$ cat src/rtl/move_pulse_gen.sv
// Push-button front end for the 2048 game: synchronizes and debounces four
// buttons, then issues one registered single-cycle move pulse per press.
module move_pulse_gen #(
    parameter int unsigned DEBOUNCE_CYCLES = 500000,
    parameter int unsigned CNT_W           = 20
) (
    input  logic Clk,
    input  logic Reset,
    input  logic btn_u,
    input  logic btn_d,
    input  logic btn_l,
    input  logic btn_r,
    input  logic game_ready,
    output logic up,
    output logic down,
    output logic left,
    output logic right,
    output logic busy
);

    typedef enum logic [1:0] {
        IDLE,
        PEND,
        HOLD
    } state_t;

    localparam logic [CNT_W-1:0] CNT_LAST = CNT_W'(DEBOUNCE_CYCLES - 1);

    // Bit order is also the priority order: bit 0 (up) wins.
    logic [3:0]       w_btn;
    logic [3:0]       r_sync1;
    logic [3:0]       r_sync2;
    logic [3:0]       r_db;
    logic [CNT_W-1:0] r_cnt [4];

    state_t           r_state;
    state_t           w_state_nxt;
    logic [3:0]       r_cmd;
    logic [3:0]       w_cmd_nxt;
    logic [3:0]       r_move;
    logic [3:0]       w_move_nxt;
    logic [3:0]       w_prio;
    logic             r_busy;

    assign w_btn = {btn_r, btn_l, btn_d, btn_u};

    always_ff @(posedge Clk or negedge Reset) begin
        if (!Reset) begin
            r_sync1 <= '0;
            r_sync2 <= '0;
        end else begin
            r_sync1 <= w_btn;
            r_sync2 <= r_sync1;
        end
    end

    always_ff @(posedge Clk or negedge Reset) begin
        if (!Reset) begin
            r_db <= '0;
            for (int unsigned i = 0; i < 4; i++) begin
                r_cnt[i] <= '0;
            end
        end else begin
            for (int unsigned i = 0; i < 4; i++) begin
                if (r_sync2[i] != r_db[i]) begin
                    if (r_cnt[i] == CNT_LAST) begin
                        r_db[i]  <= ~r_db[i];
                        r_cnt[i] <= '0;
                    end else begin
                        r_cnt[i] <= r_cnt[i] + CNT_W'(1);
                    end
                end else begin
                    r_cnt[i] <= '0;
                end
            end
        end
    end

    // Isolate the lowest set bit: the highest-priority pressed button.
    assign w_prio = r_db & (~r_db + 4'd1);

    always_comb begin
        w_state_nxt = r_state;
        w_cmd_nxt   = r_cmd;
        w_move_nxt  = '0;
        case (r_state)
            IDLE: begin
                if (|r_db) begin
                    w_cmd_nxt   = w_prio;
                    w_state_nxt = PEND;
                end
            end
            PEND: begin
                if (game_ready) begin
                    w_move_nxt  = r_cmd;
                    w_state_nxt = HOLD;
                end
            end
            HOLD: begin
                if (r_db == '0) begin
                    w_state_nxt = IDLE;
                end
            end
            default: w_state_nxt = IDLE;
        endcase
    end

    always_ff @(posedge Clk or negedge Reset) begin
        if (!Reset) begin
            r_state <= IDLE;
            r_cmd   <= '0;
            r_move  <= '0;
            r_busy  <= 1'b0;
        end else begin
            r_state <= w_state_nxt;
            r_cmd   <= w_cmd_nxt;
            r_move  <= w_move_nxt;
            r_busy  <= (w_state_nxt != IDLE);
        end
    end

    assign up    = r_move[0];
    assign down  = r_move[1];
    assign left  = r_move[2];
    assign right = r_move[3];
    assign busy  = r_busy;

endmodule
$ cat config.mk
export PLATFORM = sky130hd
export DESIGN_NAME = move_pulse_gen
export DESIGN_NICKNAME = d
export VERILOG_FILES = /design/src/rtl/move_pulse_gen.sv
export SDC_FILE = /design/constraint.sdc
export NUM_CORES = 1
export LEC_CHECK = 0
export ABC_AREA = 1
export ABC_CLOCK_PERIOD_IN_PS = 2150
export BUFFER_PORTS_ARGS = -buffer_cell sky130_fd_sc_hd__buf_2
export CAP_MARGIN = 5
export CORE_UTILIZATION = 42
export DETAILED_ROUTE_END_ITERATION = 8
export GPL_ROUTABILITY_DRIVEN = 1
export PLACE_DENSITY_LB_ADDON = 0.25
export SYNTH_ARGS = -nofsm -noshare
export SYNTH_HDL_FRONTEND = slang
export SYNTH_SLANG_ARGS = --single-unit
$ cat constraint.sdc
create_clock -name Clk -period 2.15 [get_ports Clk]
set_input_delay 0.3225 -clock Clk [delete_from_list [all_inputs] [get_ports Clk]]
set_output_delay 0.3225 -clock Clk [all_outputs]
set_load 0.02 [all_outputs]
# After elaboration in Yosys (flattened, before gate mapping)
# Index checks and enable logic that the tools add are counted.
[totals] output_inout_bits=5 register_bits=103 word_cells=58 inputBits=7
[classes] muxes=14 bitwise=6 n_eq_ne=10 reduce_logical=9 add_sub_neg=5
[ops] cell="$mux W20" n=8
[ops] cell="$add A20 B1 Y20 const B" n=4
[ops] cell="$eq A20 B19 Y1 const B" n=4
[ops] cell="$reduce_and A2 Y1" n=5
[ops] cell="$mux W4" n=2
[ops] cell="$mux W2" n=3
[ops] cell="$pmux W2 S3" n=1
[ops] cell="$add A4 B1 Y4 const B" n=1
[ops] cell="$and A4 B4 Y4" n=1
[ops] cell="$logic_not A4 Y1" n=1
[ops] cell="$ne A1 B1 Y1" n=4
[ops] cell="$not A1 Y1" n=4
[ops] cell="$not A4 Y4" n=1
[ops] cell="$reduce_or A4 Y1" n=1
[ops] cell="$eq A2 B1 Y1 const B" n=1
[ops] cell="$eq A2 B2 Y1 const B" n=1
[ops] cell="$logic_not A2 Y1" n=1
[ops] cell="$reduce_bool A2 Y1" n=1

# Depth between registers and ports, before layout
# Gate-level depths: netlist of run 1.
[depth] word_depth=4 depth_mapped=9 depth_no_buf=9

# Least setup slack after synthesis of run 1
# No wires, ideal clock.
[synth_timing] path_type="flip-flop to flip-flop" start="register r_cnt[60] (netlist bit)" end="register r_cnt[78] (netlist bit)" path_slack_ns=0.852 arrival_time_ns=1.177 path_stages_with_launch=9 path_buffers=0 required_time_ns=2.029 period_less_slack_ns=1.298 setup_time_ns=0.121 path_cell_list="dfrtp_1 ha_1 nand2_2 nor2_2 nand3_2 nor2_1 nand2_1 nand2_1 nor2_2"
[synth_between] elab_chain_len=3 elab_cells_between_ends=4 cone_classes="add/sub (1); eq/ne (1); mux (2)"
[synth_rtl] item="start, declared" line="34" text="logic [CNT_W-1:0] r_cnt [4];"
[synth_rtl] item="start signal, assigned by index" line="70" text="r_cnt[i] <= r_cnt[i] + CNT_W'(1);"
[synth_rtl] item="$add A20 B1 Y20 or $eq A20 B19 Y1 (tied branches)" line="70, 66"
[synth_rtl] item="$mux W20 (*)" line="66" text="if (r_cnt[i] == CNT_LAST) begin"
[synth_rtl] item="$mux W20 (*)" line="65" text="if (r_sync2[i] != r_db[i]) begin"
# Every way passes the cells marked *; elsewhere a longest branch is shown, timed or not.
# A chain may end at the register's enable or synchronous reset.

# Final worst setup path of run 1
[layout_timing] start="register r_cnt[20] (netlist bit)" end="register r_cnt[34] (netlist bit)"
# The elaborated chain is that of the path after synthesis.

==> impl_metrics.tcl, run 1 <==
set metrics [dict create \
    run_status "finished, final reports clean" \
    worst_path_max_delay_cell "dfrtp_1" \
    die-area_sq_um 13960 \
    cts.sinks 103 \
    fillers 1323 \
    crit_path_end_kind "flop" \
    seq_power_share_pct 51.7 \
    clockRootBuffer "clkbuf_16" \
    ir_drop_mv 0.7859 \
    boundaryPins 12 \
    drt-wirelength-per-cell_um 12.48 \
    p_clk_share_pct 45.0 \
    pre_cts_slack_ns 0.6516 \
    port_buffers 11 \
    start_util_pct 42.96 \
    mappedNetlistArea_sq_um 5667 \
    number_of_warnings_reported_in_the_yosys_synthesis_log 0 \
    post_route_cells_drive_above_1_share_pct 12.14 \
    clkSlewWorstSetupHoldPaths_ns 0.08 \
    final-setup-viol-count 0 \
    drt_wl_total_mm 11.76 \
    drc 0 \
    slew_viol_final 0 \
    synth.ff_latch_count 103 \
    max-slew-margin-rel_pct 68.94 \
    mappedNetlistNets 749 \
    fmax_mhz 672.7 \
    yosys.area.top_type_share_pct 45.48 \
    critical_path.max_stage_delay_ns 0.38 \
    cap_violations 0 \
    p_leak_nw 2.722 \
    clock_tree.buffer_depth 2 \
    setup_total_negative_slack_ns 0 \
    grt_overflow 0 \
    routabilityCongestion 0.8930 \
    layout.nets 772 \
    core_sq_um 13190 \
    hold_path.class "in2reg" \
    fin_crit_ns 1.487 \
    power.combinational.fraction_pct 3.2 \
    grt_use_met2_pct 30.22 \
    total_switching_power_w 0.0008758 \
    critical_path.startpoint_type "flop" \
    cts_tree "built" \
    firstDrtPassIters 5 \
    cp_max_fo 5 \
    setup_slack_ns 0.6634 \
    drt_iter0_drcs 266 \
    globalRouteMet1Util_pct 24.26 \
    first_global_vias 4493 \
    ys_types 33 \
    grt_pass1_wl_mm 20.74 \
    via_count 4593 \
    drtAntennaViolNets 0 \
    p_sw_share_pct 22.90 \
    finalPower_w 0.003825 \
    clk-insertion-delay-late_ns 0.35 \
    crit_path_cell_trace "ha_1 > nand2_1 > nor2_2 > inv_1 > nor2_1 > nand4_1 > nand2_1 > nor2_1" \
    pin_count_of_the_biggest_net_entering_global_routing 40 \
    num_antenna_cells 0 \
    setup_repair_after_global_routing_missed_its_margin "no" \
    groute.usage.overall_pct 18.58 \
    chipHeight_um 118.2 \
    criticalPathCategory "reg2reg" \
    seq_area_frac_synth_pct 45.48 \
    grt.busiest_layer "met2" \
    worst-slew-pin-transition_ns 0.4626 \
    cts-htree-levels 3 \
    post_synth_main_area_contributors "dfrtp_1, nor2_1, nand2_1" \
    syn_area_per_cell_sq_um 7.678 \
    p_per_area_nw_per_um2 608.2 \
    cts_inserted_buffers 9 \
    post_synth_inst_count 738 \
    grt_met3_usage_pct 4.730 \
    arrival_ns 1.73 \
    critPathRequiredTime_ns 2.39 \
    dp.final_hpwl_mm 8.968 \
    viasPerCell 4.876 \
    antenna_found_initial 0 \
    syn2layout_area_growth_pct 10.97 \
    internal-power_w 0.002949 \
    finalHoldViolCount 0 \
    rows 42 \
    finClkSkew_ns 0.007312 \
    die_x_um 118.2 \
    netlist.top_cell.by_area "dfrtp_1" \
    fin_crit_sh_pct 69.15 \
]
==> power groups by stage <==
stage | Combinational [W] | Sequential, W | Clock (W)
5_1_grt | 0.000148 | 0.00198 | 0.00186
2_1_floorplan | 0.0000588 | 0.00201 | 0
3_3_place_gp | 0.000124 | 0.00202 | 0
6_report | 0.000124 | 0.00198 | 0.00172
4_1_cts | 0.000130 | 0.00198 | 0.00178
3_5_place_dp | 0.000128 | 0.00202 | 0
==> cells in the final DEF (no fill, tap or decap), types with 4 or more instances in the layout <==
cell type / n
buf_2: 10
buf_4: 5
clkbuf_16: 9
dfrtp_1: 103
ha_1: 4
inv_1: 90
inv_2: 4
nand2_1: 137
nand2_2: 15
nand3_1: 73
nand3_2: 5
nand4_1: 17
nor2_1: 173
nor2_2: 15
nor2_4: 12
nor3_1: 5
nor3b_1: 6
o21ai_0: 14
o21ai_1: 7
xnor2_1: 9
xor2_1: 24
==> metal layers <==
layer,part of all wire [%],wire (um)
met5,0,0
met4,1.5,177
met2,46,5458
met1,47,5580
met3,4.6,541
==> metrics by stage <==
stage	hold slack, ns	instances	utilization, %	cell area (sq um)
after floorplan	0.02691	738	-	5667
after global placement	0.2048	925	45.23	5966
after detailed placement	0.2031	925	45.23	5966
after CTS	0.05818	942	47.68	6289
after global routing	0.05018	942	47.68	6289
final	0.07182	942	47.68	6289
==> synthesized netlist by cell type <==
cell,number
a21oi_1,3
a22oi_1,1
buf_2,2
buf_6,1
clkbuf_1,2
dfrtp_1,103
ha_1,4
inv_1,90
inv_2,4
nand2_1,137
nand2_2,15
nand2_4,2
nand3_1,73
nand3_2,5
nand3b_1,1
nand4_1,17
nor2_1,173
nor2_2,15
nor2_4,12
nor3_1,5
nor3_2,3
nor3_4,1
nor3b_1,6
nor3b_2,1
o21a_1,2
o21ai_0,14
o21ai_1,7
o21ai_2,1
o21bai_1,3
o21bai_2,1
xnor2_1,9
xor2_1,24
xor2_2,1
==> final cells by class <==
type                       instances  area (sq um)  area share, %
tap                              176         220.2          3.502
sequential                       103          2577          40.99
multi-input combinational        536          2708          43.06
clock buffer                      10         239.0          3.800
timing repair buffer              17         117.6          1.870
clock inverter                     6         73.82          1.174
inverter                          94         352.8          5.611
==> worst paths after layout <==
path                            cells after the start  startpoint    endpoint  slack, ns
worst max-delay path                                8   r_cnt[20]   r_cnt[34]       0.66
worst min-delay path                                1       btn_l  r_sync1[2]       0.07
worst max register to register                      8   r_cnt[20]   r_cnt[34]       0.66
worst min register to register                      0  r_sync1[0]  r_sync2[0]       0.34
max in group asynchronous                           3       Reset   r_cnt[10]       1.13
min in group asynchronous                           2       Reset   r_cnt[33]       0.36
==> registers in the layout, indices dropped and copies added, names as in the netlist <==
name,count
r_cnt,80
r_cmd,4
r_db,4
r_move,4
r_sync1,4
r_sync2,4
r_state,2
busy,1
==> timing repair <==
item,in CTS,in global routing
hold buffers,1,0
endpoints found under the hold margin,13,0
gates resized for setup,0,0
buffers inserted,0,0
==> critical path: cells and delay by family, from the launching register on <==
family / cells / cell delay (ns)
simple gates: 6 / 0.74
flops: 1 / 0.38
fa+ha+maj: 1 / 0.18
buf+inv: 1 / 0.08
==> cell families (layout without fill, tap and decap cells) <==
family,after synthesis,in the layout,share of synthesized area [%]
buf+inv,99,127,6.734
fa+ha+maj,4,4,0.8832
compound gates,32,32,3.268
simple gates,466,466,38.24
xor+xnor,34,34,5.388
flops,103,103,45.48
(Power assumes the default switching activity.)
==> run 2: changes to the inputs <==
--- a/config.mk
+++ b/config.mk
@@ -6,7 +6,7 @@
 export NUM_CORES = 1
 export LEC_CHECK = 0
 export ABC_AREA = 1
-export ABC_CLOCK_PERIOD_IN_PS = 2150
+export ABC_CLOCK_PERIOD_IN_PS = 1600
 export BUFFER_PORTS_ARGS = -buffer_cell sky130_fd_sc_hd__buf_2
 export CAP_MARGIN = 5
 export CORE_UTILIZATION = 42
==> constraint.sdc (replaced) <==
create_clock -name Clk -period 1.6 [get_ports Clk]
set_input_delay 0.24 -clock Clk [delete_from_list [all_inputs] [get_ports Clk]]
set_output_delay 0.24 -clock Clk [all_outputs]
set_load 0.02 [all_outputs]
==> run 2 against run 1 <==
  * Maximum frequency grew 1.7%
  * First-iteration DRC count grew 7.5%
  * Clock power grew 35%
  * Routed wire length shrank 0.56%
  * Critical path depth is the same
  * Setup slack lost 0.52 ns
  * Combinational power grew 41%
  * Final cell count grew 0.53%
  * Power grew 35%
  * Final area grew 1.1%
  * Non-clock buffer count grew 5
  * Clock-buffer cell count grew 1
==> impl_metrics.tcl, run 2 (synthesis results as in run 1) <==
set metrics [dict create \
    die_x_um 118.2 \
    run_status "finished, final reports clean" \
    grt_pass1_wl_mm 20.48 \
    most_flops_register "r_cnt" \
    cts-htree-levels 3 \
    routabilityCongestion 0.9259 \
    via_count 4615 \
    finalHoldViolCount 0 \
    setup_total_negative_slack_ns 0 \
    slew_viol_final 0 \
    place.detailed.instances 926 \
    largest_reg_flops 80 \
    cts_tree "built" \
    finClkSkew_ns 0.006597 \
    mostFrequentLayoutCell "nor2_1" \
    setup_slack_ns 0.1387 \
    fin_crit_sh_pct 91.33 \
    drt-wirelength-per-cell_um 12.35 \
    layout.nets 777 \
    placed_cell_area_sq_um 5973 \
    viasPerCell 4.873 \
    fin_cells 947 \
    final-setup-viol-count 0 \
    num_antenna_cells 0 \
    post_route_cells_drive_above_1_share_pct 12.45 \
    total_switching_power_w 0.001148 \
    internal-power_w 0.004005 \
    power.combinational.fraction_pct 3.4 \
    p_leak_nw 2.744 \
    seqCellArea_sq_um 2577 \
    boundaryPins 12 \
    max-slew-margin-rel_pct 70.77 \
    layout.cells.most_common_list "nor2_1, nand2_1, dfrtp_1" \
    drt_iter0_drcs 286 \
    area_of_the_multi_input_gates_sq_um 2725 \
    ir_drop_mv 0.5015 \
    p_clk_share_pct 45.0 \
    seq_power_share_pct 51.6 \
    cts.sinks 103 \
    port_buffers 11 \
    criticalPathCategory "reg2reg" \
    first_global_vias 4504 \
    setup_repair_after_global_routing_missed_its_margin "no" \
    arrival_ns 1.70 \
    crit_path_end_kind "flop" \
    fmax_mhz 684.3 \
    cp_max_fo 5 \
    die-area_sq_um 13960 \
    cts_setup_buffers 0 \
    worst-slew-pin-transition_ns 0.4380 \
    start_util_pct 42.96 \
    pre_cts_slack_ns 0.04574 \
    hold_path.class "in2reg" \
    p_per_area_nw_per_um2 810.5 \
    core_sq_um 13190 \
    syn2layout_area_growth_pct 12.19 \
    clkSlewWorstSetupHoldPaths_ns 0.07 \
    clk-insertion-delay-late_ns 0.35 \
    p_sw_share_pct 22.27 \
    grt_overflow 0 \
    rows 42 \
    fillers 1286 \
    postLayoutCoreUtil_pct 48.20 \
    fin_crit_ns 1.461 \
    critPathRequiredTime_ns 1.84 \
    dp.final_hpwl_mm 8.734 \
    clockRootBuffer "clkbuf_16" \
    total_non_filler_cell_area_in_the_finished_layout_sq_um 6357 \
    drc 0 \
    clock_tree.buffer_depth 2 \
    groute.usage.overall_pct 18.34 \
    drt_wl_total_mm 11.69 \
    pin_count_of_the_biggest_net_entering_global_routing 39 \
    critical_path.startpoint_type "flop" \
    chipHeight_um 118.2 \
    cap_violations 0 \
    antenna_found_initial 0 \
    firstDrtPassIters 5 \
    cts_inserted_buffers 9 \
    drtAntennaViolNets 0 \
]
==> run 2: power groups by stage <==
stage	clock network [W]	registers, W	logic, W
after floorplan	0	0.00271	0.0000790
after detailed placement	0	0.00271	0.000173
final	0.00232	0.00266	0.000175
after global placement	0	0.00271	0.000170
after CTS	0.00241	0.00266	0.000183
after global routing	0.00250	0.00266	0.000207
==> run 2: path summary, 6_finish.rpt <==
kind | endpoint | from | cells past startpoint | slack, ns
max in group asynchronous | r_move[3] | Reset | 3 | 0.71
worst min register to register | r_sync2[1] | r_sync1[1] | 0 | 0.35
worst max register to register | r_cnt[78] | r_cnt[60] | 8 | 0.14
worst max-delay path | r_cnt[78] | r_cnt[60] | 8 | 0.14
worst min-delay path | r_state[0] | game_ready | 2 | 0.13
min in group asynchronous | r_cnt[26] | Reset | 2 | 0.25
==> run 2: worst max-delay path: stages, from the launching register on <==
cell,delay [ns]
dfrtp_1,0.39
ha_1,0.20
nand2_2,0.09
nor2_2,0.18
nand3_2,0.17
nor2_1,0.16
nand2_1,0.06
nand2_1,0.08
nor2_2,0.03
==> run 2: metal layers <==
| layer | GRT usage, % | up-vias | part of all wire, % |
|---|---|---|---|
| met5 | 0 | - | 0 |
| met4 | 6.891 | 0 | 1.6 |
| met3 | 3.958 | 15 | 3.9 |
| met2 | 29.23 | 94 | 46 |
| met1 | 24.50 | 2140 | 49 |
| li1 | - | 2366 | - |
==> run 2: per-stage QoR <==
stage | total power (W) | hold WS, ns
after floorplan | 0.002786 | -0.05559
after global placement | 0.002879 | 0.07567
after detailed placement | 0.002884 | 0.07329
after CTS | 0.005252 | 0.1092
after global routing | 0.005376 | 0.1260
final | 0.005153 | 0.1298
==> run 2: final cells by class <==
| cell class | instances | share of cell area, % |
|---|---|---|
| Clock buffer | 11 | 3.976 |
| Clock inverter | 5 | 1.004 |
| Inverter | 94 | 5.550 |
| Multi-Input combinational cell | 536 | 42.87 |
| Sequential cell | 103 | 40.54 |
| Tap cell | 176 | 3.464 |
| Timing Repair Buffer | 22 | 2.598 |
==> run 2: repair_timing <==
item                       in CTS  in global routing
hold buffers                    5                  0
gates resized for setup         0                  4
hold endpoints to repair       60                  0
setup endpoints to repair       0                 13
==> run 3: changes to the inputs <==
--- a/config.mk
+++ b/config.mk
@@ -9,10 +9,11 @@
 export ABC_CLOCK_PERIOD_IN_PS = 1600
 export BUFFER_PORTS_ARGS = -buffer_cell sky130_fd_sc_hd__buf_2
 export CAP_MARGIN = 5
-export CORE_UTILIZATION = 42
+export CORE_UTILIZATION = 55
 export DETAILED_ROUTE_END_ITERATION = 8
 export GPL_ROUTABILITY_DRIVEN = 1
 export PLACE_DENSITY_LB_ADDON = 0.25
+export REMOVE_ABC_BUFFERS = 1
 export SYNTH_ARGS = -nofsm -noshare
 export SYNTH_HDL_FRONTEND = slang
 export SYNTH_SLANG_ARGS = --single-unit
==> run 3 against run 2 <==
  * Routed wire length decreased by 0.95%
  * Die area decreased by 23%
  * Utilization increased by 15 points
  * Final area decreased by 2.7%
  * Maximum frequency increased by 1.7%
  * First-iteration DRC count increased by 5.6%
  * Clock-buffer cell count increased by 2
  * Clock skew increased by 0.0053 ns
==> impl_metrics.tcl, run 3 (synthesis results as in run 1) <==
set metrics [dict create \
    most_flops_register "r_cnt" \
    cts-htree-levels 3 \
    firstDrtPassIters 5 \
    groute.usage.overall_pct 23.48 \
    max-slew-margin-rel_pct 70.71 \
    syn2layout_area_growth_pct 9.163 \
    criticalPathCategory "reg2reg" \
    setup_total_negative_slack_ns 0 \
    critPathRequiredTime_ns 1.90 \
    start_util_pct 57.45 \
    via_count 4729 \
    pre_cts_slack_ns 0.1179 \
    finClkSkew_ns 0.01193 \
    drt_iter0_drcs 302 \
    port_buffers 11 \
    p_per_area_nw_per_um2 720.4 \
    layout.nets 776 \
    antenna_found_initial 0 \
    fin_crit_sh_pct 89.81 \
    slew_viol_final 0 \
    cts_setup_buffers 0 \
    first_global_vias 4626 \
    cts_tree "built" \
    cp_common_cell "nand2_1" \
    setup_repair_after_global_routing_missed_its_margin "no" \
    critical_path.startpoint_type "flop" \
    num_antenna_cells 0 \
    cts.sinks 103 \
    timing.reg2reg.setup_slack_ns 0.16 \
    min_from "game_ready" \
    crit-reg2reg-capture "r_cnt[18]" \
    grt_pass1_wl_mm 20.63 \
    setup_slack_ns 0.1630 \
    boundaryPins 12 \
    worst-slew-pin-transition_ns 0.4389 \
    family_with_the_most_delay_on_the_worst_path "simple AND/OR/NAND/NOR gates" \
    arrival_ns 1.73 \
    die-area_sq_um 10710 \
    die_x_um 103.5 \
    routabilityCongestion 0.9414 \
    worst-path-buf-inv 0 \
    p_leak_nw 2.684 \
    core_sq_um 9864 \
    total_non_filler_cell_area_in_the_finished_layout_sq_um 6186 \
    critical_path.max_stage_delay_ns 0.39 \
    endpoint_of_the_worst_hold_path "r_state[0]" \
    clkSlewWorstSetupHoldPaths_ns 0.10 \
    largest_reg_flops 80 \
    viasPerCell 5.237 \
    hold-path-cell-count 2 \
    chipHeight_um 103.5 \
    placed_cell_area_sq_um 5924 \
    run_status "finished, final reports clean" \
    ir_drop_mv 0.7796 \
    hold_path.class "in2reg" \
    clockRootBuffer "clkbuf_8" \
    final-setup-viol-count 0 \
    timing.reg2reg.worst_path_depth 9 \
    rows 36 \
    cap_violations 0 \
    drt-wirelength-per-cell_um 12.83 \
    post_route_cells_drive_above_1_share_pct 11.95 \
    drtAntennaViolNets 0 \
    mostFrequentLayoutCell "nor2_1" \
    drc 0 \
    cts_inserted_buffers 9 \
    crit_path_end_kind "flop" \
    layout.cells.most_common_list "nor2_1, nand2_1, dfrtp_1" \
    fmax_mhz 695.9 \
    worst_path_max_delay_cell "dfrtp_1" \
    grt_overflow 0 \
    dp.final_hpwl_mm 8.732 \
    pin_count_of_the_biggest_net_entering_global_routing 45 \
    clock_tree.buffer_depth 2 \
    fin_crit_ns 1.437 \
    drt_wl_total_mm 11.58 \
    clk-insertion-delay-late_ns 0.37 \
    cp_max_fo 5 \
    finalHoldViolCount 0 \
    crit_path_cell_trace "ha_1 > nand2_2 > nor2_4 > nand2_2 > nor2_4 > nand2_1 > nand2_1 > nand2_1 > nor2_1" \
    crit-reg2reg-launch "r_cnt[0]" \
]
-- run 3: power by group --
part | internal [W] | switching (W)
Clock | 0.000767 | 0.000853
Combinational | 0.0000566 | 0.000119
Sequential | 0.00263 | 0.0000252
-- run 3: worst max path at each step --
stage	startpoint	to	slack, ns	cells past startpoint
6_report	r_cnt[0]	r_cnt[18]	0.16	9
5_1_grt	r_cnt[20]	r_db[2]	0.003	5
3_3_place_gp	r_cnt[40]	r_cnt[58]	0.16	6
3_5_place_dp	r_cnt[40]	r_cnt[58]	0.12	6
2_1_floorplan	r_db[1]	r_cnt[58]	0.1	4
4_1_cts	r_cnt[0]	r_cnt[18]	0.11	9
-- run 3: what timing repair did --
item | in CTS | in global routing
endpoints found under the setup margin | 0 | 12
resized for setup | 0 | 5
hold buffers | 5 | 0
endpoints found under the hold margin | 26 | 0
-- run 3: stage by stage --
step	util, %	hold WS [ns]	cells	total power, W
4_1_cts	62.51	0.1047	903	0.004510
6_report	62.71	0.1157	903	0.004456
2_1_floorplan	-	-0.05559	733	0.002781
3_5_place_dp	60.06	0.1657	882	0.002884
3_3_place_gp	60.06	0.1631	882	0.002876
5_1_grt	62.71	0.1251	903	0.004643
-- run 3: per-layer routing --
layer | global-route usage [%] | vias to the layer above | routed length (um)
met3 | 4.972 | 15 | 625
met5 | 0 | - | 0
met2 | 38.73 | 120 | 5448
li1 | - | 2358 | -
met4 | 7.246 | 0 | 165
met1 | 31.10 | 2236 | 5341
-- run 3: final cells by class --
type | count | area (sq um)
clock buffer | 13 | 148.9
clock inverter | 3 | 42.54
multi-input combinational | 536 | 2728
timing repair buffer | 21 | 170.2
fill | 848 | 3679
inverter | 94 | 352.8
tap | 133 | 166.4
sequential | 103 | 2577
-- run 3: worst reg2reg max path: cells and delay by family (launching register included) --
kind,cells,cell delay (ns)
adders and majority gates,1,0.20
DFF,1,0.39
and+or+nand+nor,8,0.79
